--- src/rtl/write_back_stage.sv ---
// rtl/write_back_stage.sv - MEM/WB pipeline register with load extension, register-file write port and retire counter
module write_back_stage #(
    parameter int DATA_W = 16,
    parameter int BOFF_W = 1,
    parameter int REG_AW = 3,
    parameter int CNT_W  = 16
) (
    input  logic              clk,
    input  logic              reset,
    input  logic              in_valid,
    input  logic [DATA_W-1:0] in_alu_res,
    input  logic [DATA_W-1:0] in_mem_data,
    input  logic              in_mem_to_reg,
    input  logic              in_reg_write,
    input  logic [REG_AW-1:0] in_rd,
    input  logic [2:0]        in_ld_mode,
    input  logic [BOFF_W-1:0] in_byte_off,
    input  logic              stall,
    input  logic              flush,
    output logic              in_ready,
    output logic              wb_valid,
    output logic              wb_we,
    output logic [REG_AW-1:0] wb_rd,
    output logic [DATA_W-1:0] wb_data,
    output logic [CNT_W-1:0]  retire_cnt
);

    localparam int NBYTES = DATA_W / 8;
    localparam int NHALFS = DATA_W / 16;

    logic              valid_q, valid_d;
    logic [DATA_W-1:0] alu_q, alu_d;
    logic [DATA_W-1:0] mem_q, mem_d;
    logic              m2r_q, m2r_d;
    logic              rw_q, rw_d;
    logic [REG_AW-1:0] rd_q, rd_d;
    logic [2:0]        mode_q, mode_d;
    logic [BOFF_W-1:0] off_q, off_d;
    logic [CNT_W-1:0]  cnt_q, cnt_d;

    logic [7:0]        ld_byte;
    logic [15:0]       ld_half;
    logic [DATA_W-1:0] ld_data;

    always_comb begin
        valid_d = valid_q;
        alu_d   = alu_q;
        mem_d   = mem_q;
        m2r_d   = m2r_q;
        rw_d    = rw_q;
        rd_d    = rd_q;
        mode_d  = mode_q;
        off_d   = off_q;
        cnt_d   = cnt_q;

        // An instruction retires when it leaves the WB register.
        if (valid_q && !stall) begin
            cnt_d = cnt_q + CNT_W'(1);
        end

        // Fields also load on flush; their contents are irrelevant once valid drops.
        if (flush || !stall) begin
            alu_d  = in_alu_res;
            mem_d  = in_mem_data;
            m2r_d  = in_mem_to_reg;
            rw_d   = in_reg_write;
            rd_d   = in_rd;
            mode_d = in_ld_mode;
            off_d  = in_byte_off;
        end

        if (flush) begin
            valid_d = 1'b0;
        end else if (!stall) begin
            valid_d = in_valid;
        end
    end

    always_ff @(posedge clk or negedge reset) begin
        if (!reset) begin
            valid_q <= 1'b0;
            alu_q   <= '0;
            mem_q   <= '0;
            m2r_q   <= 1'b0;
            rw_q    <= 1'b0;
            rd_q    <= '0;
            mode_q  <= '0;
            off_q   <= '0;
            cnt_q   <= '0;
        end else begin
            valid_q <= valid_d;
            alu_q   <= alu_d;
            mem_q   <= mem_d;
            m2r_q   <= m2r_d;
            rw_q    <= rw_d;
            rd_q    <= rd_d;
            mode_q  <= mode_d;
            off_q   <= off_d;
            cnt_q   <= cnt_d;
        end
    end

    always_comb begin
        ld_byte = '0;
        for (int k = 0; k < NBYTES; k++) begin
            if (off_q == BOFF_W'(k)) begin
                ld_byte = mem_q[8*k +: 8];
            end
        end
        ld_half = '0;
        for (int h = 0; h < NHALFS; h++) begin
            if ((off_q >> 1) == BOFF_W'(h)) begin
                ld_half = mem_q[16*h +: 16];
            end
        end
    end

    always_comb begin
        ld_data = mem_q;
        case (mode_q)
            3'b001:  ld_data = DATA_W'($signed(ld_byte));
            3'b010:  ld_data = DATA_W'(ld_byte);
            3'b011:  ld_data = DATA_W'($signed(ld_half));
            3'b100:  ld_data = DATA_W'(ld_half);
            default: ld_data = mem_q;
        endcase
    end

    assign in_ready   = !stall;
    assign wb_valid   = valid_q;
    assign wb_we      = valid_q && rw_q && (rd_q != '0);
    assign wb_rd      = rd_q;
    assign wb_data    = m2r_q ? ld_data : alu_q;
    assign retire_cnt = cnt_q;

endmodule

--- config.mk ---
export PLATFORM = sky130hd
export DESIGN_NAME = write_back_stage
export DESIGN_NICKNAME = d
export VERILOG_FILES = /design/src/rtl/write_back_stage.sv
export SDC_FILE = /design/constraint.sdc
export NUM_CORES = 1
export LEC_CHECK = 0
export CORE_UTILIZATION = 42
export DETAILED_ROUTE_END_ITERATION = 8
export PLACE_DENSITY = 0.76
export SETUP_SLACK_MARGIN = 0.02
export SLEW_MARGIN = 20
export SYNTH_ARGS = -nofsm -noshare
export SYNTH_HDL_FRONTEND = slang
export SYNTH_SLANG_ARGS = --single-unit
--- constraint.sdc ---
create_clock -name clk -period 1.4 [get_ports clk]
set_input_delay 0.14 -clock clk [delete_from_list [all_inputs] [get_ports clk]]
set_output_delay 0.14 -clock clk [all_outputs]
set_load 0.02 [all_outputs]
==> load_flow_metrics.sql <==
INSERT INTO impl_metrics (metric_group, metric, value, unit) VALUES
('outcome', 'status', 'complete, but fails checks', ''),
('outcome', 'violations', 'negative setup slack', ''),
('logic_synthesis', 'sequential_share_of_the_synthesized_area', '54.0', '%'),
('cells_and_area', 'filler_cell_count', '473', ''),
('cells_and_area', 'diodes', '0', ''),
('timing', 'finalWorstPathRequiredPeriod', '1.83', 'ns'),
('floorplan', 'floorplan.initialDensity', '44.3', '%'),
('global_route', 'antenna_found_initial', '0', ''),
('power', 'ir_worst_vdd', '0.000943', 'V'),
('place', 'detailed_place.area', '3830', 'µm²'),
('cts', 'clk_root_buffer_cell', 'sky130_fd_sc_hd__clkbuf_8', ''),
('power', 'intPower', '3.23', 'mW'),
('global_route', 'globalRouteTotalUtil', '20.9', '%'),
('cts', 'clock_latency', '0.33', 'ns'),
('logic_synthesis', 'synth.cell_area', '2690', 'µm²'),
('logic_synthesis', 'avgSynthCellArea', '12.6', 'µm²'),
('logic_synthesis', 'yosysUniqueCellTypes', '29', ''),
('floorplan', 'design.portCount', '84', ''),
('power', 'netSwitchingPower', '1.31', 'mW'),
('cts', 'tritoncts', 'built', ''),
('cts', 'clk_transition_reported_paths', '0.06', 'ns'),
('cts', 'numClockSinks', '58', ''),
('timing', 'hold_violations_final', '0', ''),
('cells_and_area', 'layout.nets', '374', ''),
('place', 'routabilityCongestion', '0.684', ''),
('place', 'dp_hpwl', '4450', 'µm'),
('worst_setup_path', 'worst_setup_path_start_kind', 'flop', ''),
('route', 'postRouteAntennaNets', '0', ''),
('cells_and_area', 'area_delta_synth_final', '53.7', '%'),
('timing', 'maxSlewHeadroom', '69.3', '%'),
('worst_setup_path', 'cp_cell_sequence', 'xor2_2 > nand3b_1 > buf_4 > mux2i_2 > a21oi_2 > buf_4', ''),
('floorplan', 'core_area', '6060', 'µm²'),
('global_route', 'grt_max_degree', '27', ''),
('power', 'share_comb_of_total_power', '27.1', '%'),
('cells_and_area', 'postLayoutCellArea', '4130', 'µm²'),
('worst_setup_path', 'required_time_worst_endpoint', '1.26', 'ns'),
('timing', 'hold_slack', '0.299', 'ns'),
('route', 'initialDrtViolationCount', '81', ''),
('timing', 'final.period_utilization', '131', '%'),
('job', 'max_cap_viol_count', '0', ''),
('cells_and_area', 'instances_no_fill', '406', ''),
('worst_setup_path', 'timing.critical_path.slowest_stage_cell', 'sky130_fd_sc_hd__dfrtp_1', ''),
('power', 'seq_power_share', '43.8', '%'),
('min_path', 'path_class_of_the_lowest_slack_min_delay_path', 'input port to asynchronous set/reset pin', ''),
('power', 'static-leakage-power', '1.88', 'nW'),
('logic_synthesis', 'yosys_reg_bits', '58', ''),
('worst_setup_path', 'cpMostUsedCell', 'sky130_fd_sc_hd__buf_4', ''),
('worst_setup_path', 'cpPeakStageDelay', '0.41', 'ns'),
('global_route', 'grt_pass1_vias', '2141', ''),
('power', 'net_sw_share', '28.8', '%'),
('global_route', 'wire_length_of_the_first_global_routing_pass', '10200', 'µm'),
('floorplan', 'std_cell_rows', '28', ''),
('logic_synthesis', 'cells_after_synthesis', '213', ''),
('place', 'place.port_buffers', '83', ''),
('timing', 'postLayoutSetupSlackWorst', '-0.433', 'ns'),
('floorplan', 'die_area', '6720', 'µm²'),
('logic_synthesis', 'post_syn_nets', '260', ''),
('global_route', 'congestion_overflow_gr', '0', ''),
('timing', 'grt_setup_unrepaired', 'true', ''),
('power', 'pwr_density_cell', '1100', 'nW/µm²'),
('worst_setup_path', 'endpoint_kind', 'primary output', ''),
('route', 'routed_wire_length_per_instance', '15.4', 'µm'),
('logic_synthesis', 'yosysWarningCount', '0', ''),
('timing', 'setup_viol_count_final', '16', ''),
('floorplan', 'die-height', '82.0', 'µm'),
('timing', 'transition_time_of_the_tightest_slew_check_pin', '0.460', 'ns'),
('timing', 'fmax', '546', 'MHz'),
('route', 'wl', '6250', 'µm'),
('worst_setup_path', 'cp.arrival', '1.69', 'ns'),
('place', 'place_inst', '382', ''),
('cts', 'cts_inserted_buffers', '9', '');
==> layer usage <==
layer | up-vias | part of all wire, % | GRT usage [%]
met1 | 990 | 41 | 23.2
met2 | 57 | 52 | 36.9
met4 | 0 | 1.5 | 10.0
li1 | 962 | - | -
met3 | 10 | 6.2 | 5.22
met5 | - | 0 | 0
==> layout make-up <==
class | instances | area (µm²) | share of cell area [%]
well taps | 75 | 93.8 | 2.27
multi-input cells | 141 | 1310 | 31.8
inverters | 2 | 7.51 | 0.182
clock buffers | 12 | 155 | 3.76
clock inverters | 3 | 15.0 | 0.363
flip-flops and latches | 58 | 1460 | 35.3
repair buffers | 115 | 1090 | 26.3
==> critical path, delay by kind of cell, from the launching register on <==
| kind | cells | cell delay (ns) |
|---|---|---|
| AOI/OAI and AO/OA | 1 | 0.07 |
| xor gates and xnor gates | 1 | 0.20 |
| buffers and inverters | 2 | 0.33 |
| and+or+nand+nor | 1 | 0.11 |
| muxes | 1 | 0.25 |
| DFF | 1 | 0.41 |
==> worst paths after layout <==
check                                from        endpoint  cells past startpoint
setup / recovery                mode_q[0]      wb_data[7]                      6
hold / removal                      reset        alu_q[6]                      2
setup reg to reg            retire_cnt[0]   retire_cnt[8]                      5
hold reg to reg            retire_cnt[15]  retire_cnt[15]                      1
max in group asynchronous           reset       alu_q[15]                      3
min in group clk                    flush        wb_valid                      2
==> Yosys cell counts, drive strengths merged <==
library cell,count,area share [%]
nor4b,1,0.88
inv,2,0.28
nand2,6,0.84
nand3b,2,1.0
clkbuf,4,0.56
and2b,1,0.28
dfrtp,58,54
nand3,6,1.3
o311a,1,0.37
nor2,20,2.8
mux2i,10,3.7
nand2b,2,0.47
nor2b,1,0.51
and3,4,0.93
buf,8,2.6
or2,1,0.33
nor3,1,0.37
xnor2,11,3.6
nand4,1,0.23
nor4,1,0.79
a21oi,24,4.5
ha,1,0.47
xor2,5,1.6
mux2,42,18
==> power by group through the flow <==
stage	clock, mW	sequential, mW	combinational [mW]
after floorplan	0	2.04	0.518
after CTS	1.37	1.97	1.15
after detailed placement	0	1.99	1.15
after global placement	0	1.99	1.13
after global routing	1.44	2.01	1.33
final	1.32	1.99	1.23
==> repair_timing <==
item,4_1_cts,5_1_grt
pin swaps,2,3
gates resized for setup,124,14
setup buffers,1,7
hold buffers,1,0
endpoints found under the hold margin,16,0
endpoints found under the setup margin,38,23
gates cloned,0,0
==> state kept, by name, indices dropped and copies added (netlist names) <==
signal / flops
rw_q: 1
wb_valid: 1
retire_cnt: 16
wb_rd: 3
mode_q: 3
m2r_q: 1
off_q: 1
alu_q: 16
ld_half: 16
==> kinds of logic (layout without fill, tap and decap cells) <==
logic type / after synthesis / in the layout / share of synthesized area (%)
AOI/OAI and AO/OA: 25 / 25 / 4.84
xor gates and xnor gates: 16 / 16 / 5.21
adders and majority gates: 1 / 1 / 0.465
buffers and inverters: 14 / 132 / 3.40
DFF: 58 / 58 / 54.0
muxes: 52 / 52 / 21.3
and+or+nand+nor: 47 / 47 / 10.8
==> placed cells by master, fill, tap and decap left out, drive strengths merged <==
cell type / count
clkbuf: 12
buf: 49
or2: 1
mux2: 42
clkinv: 3
dlygate4sd2: 21
nand2b: 2
nor2b: 1
a21oi: 24
nand2: 6
mux2i: 10
and2b: 1
nand3b: 2
nor4: 1
and3: 4
nand4: 1
nand3: 6
dfrtp: 58
ha: 1
xnor2: 11
xor2: 5
nor2: 20
nor4b: 1
clkdlybuf4s50: 44
dlygate4sd3: 1
o311a: 1
nor3: 1
inv: 2
==> metrics by stage <==
stage	TNS, ns	setup slack, ns	power [mW]
floorplan	0	0.0156	2.56
global route	-7.83	-0.503	4.78
finish	-6.47	-0.433	4.54
global placement	-15.10	-0.490	3.12
detailed placement	-16.60	-0.517	3.15
CTS	-6.33	-0.416	4.49
Note: power is estimated with default switching activity, not from simulation.
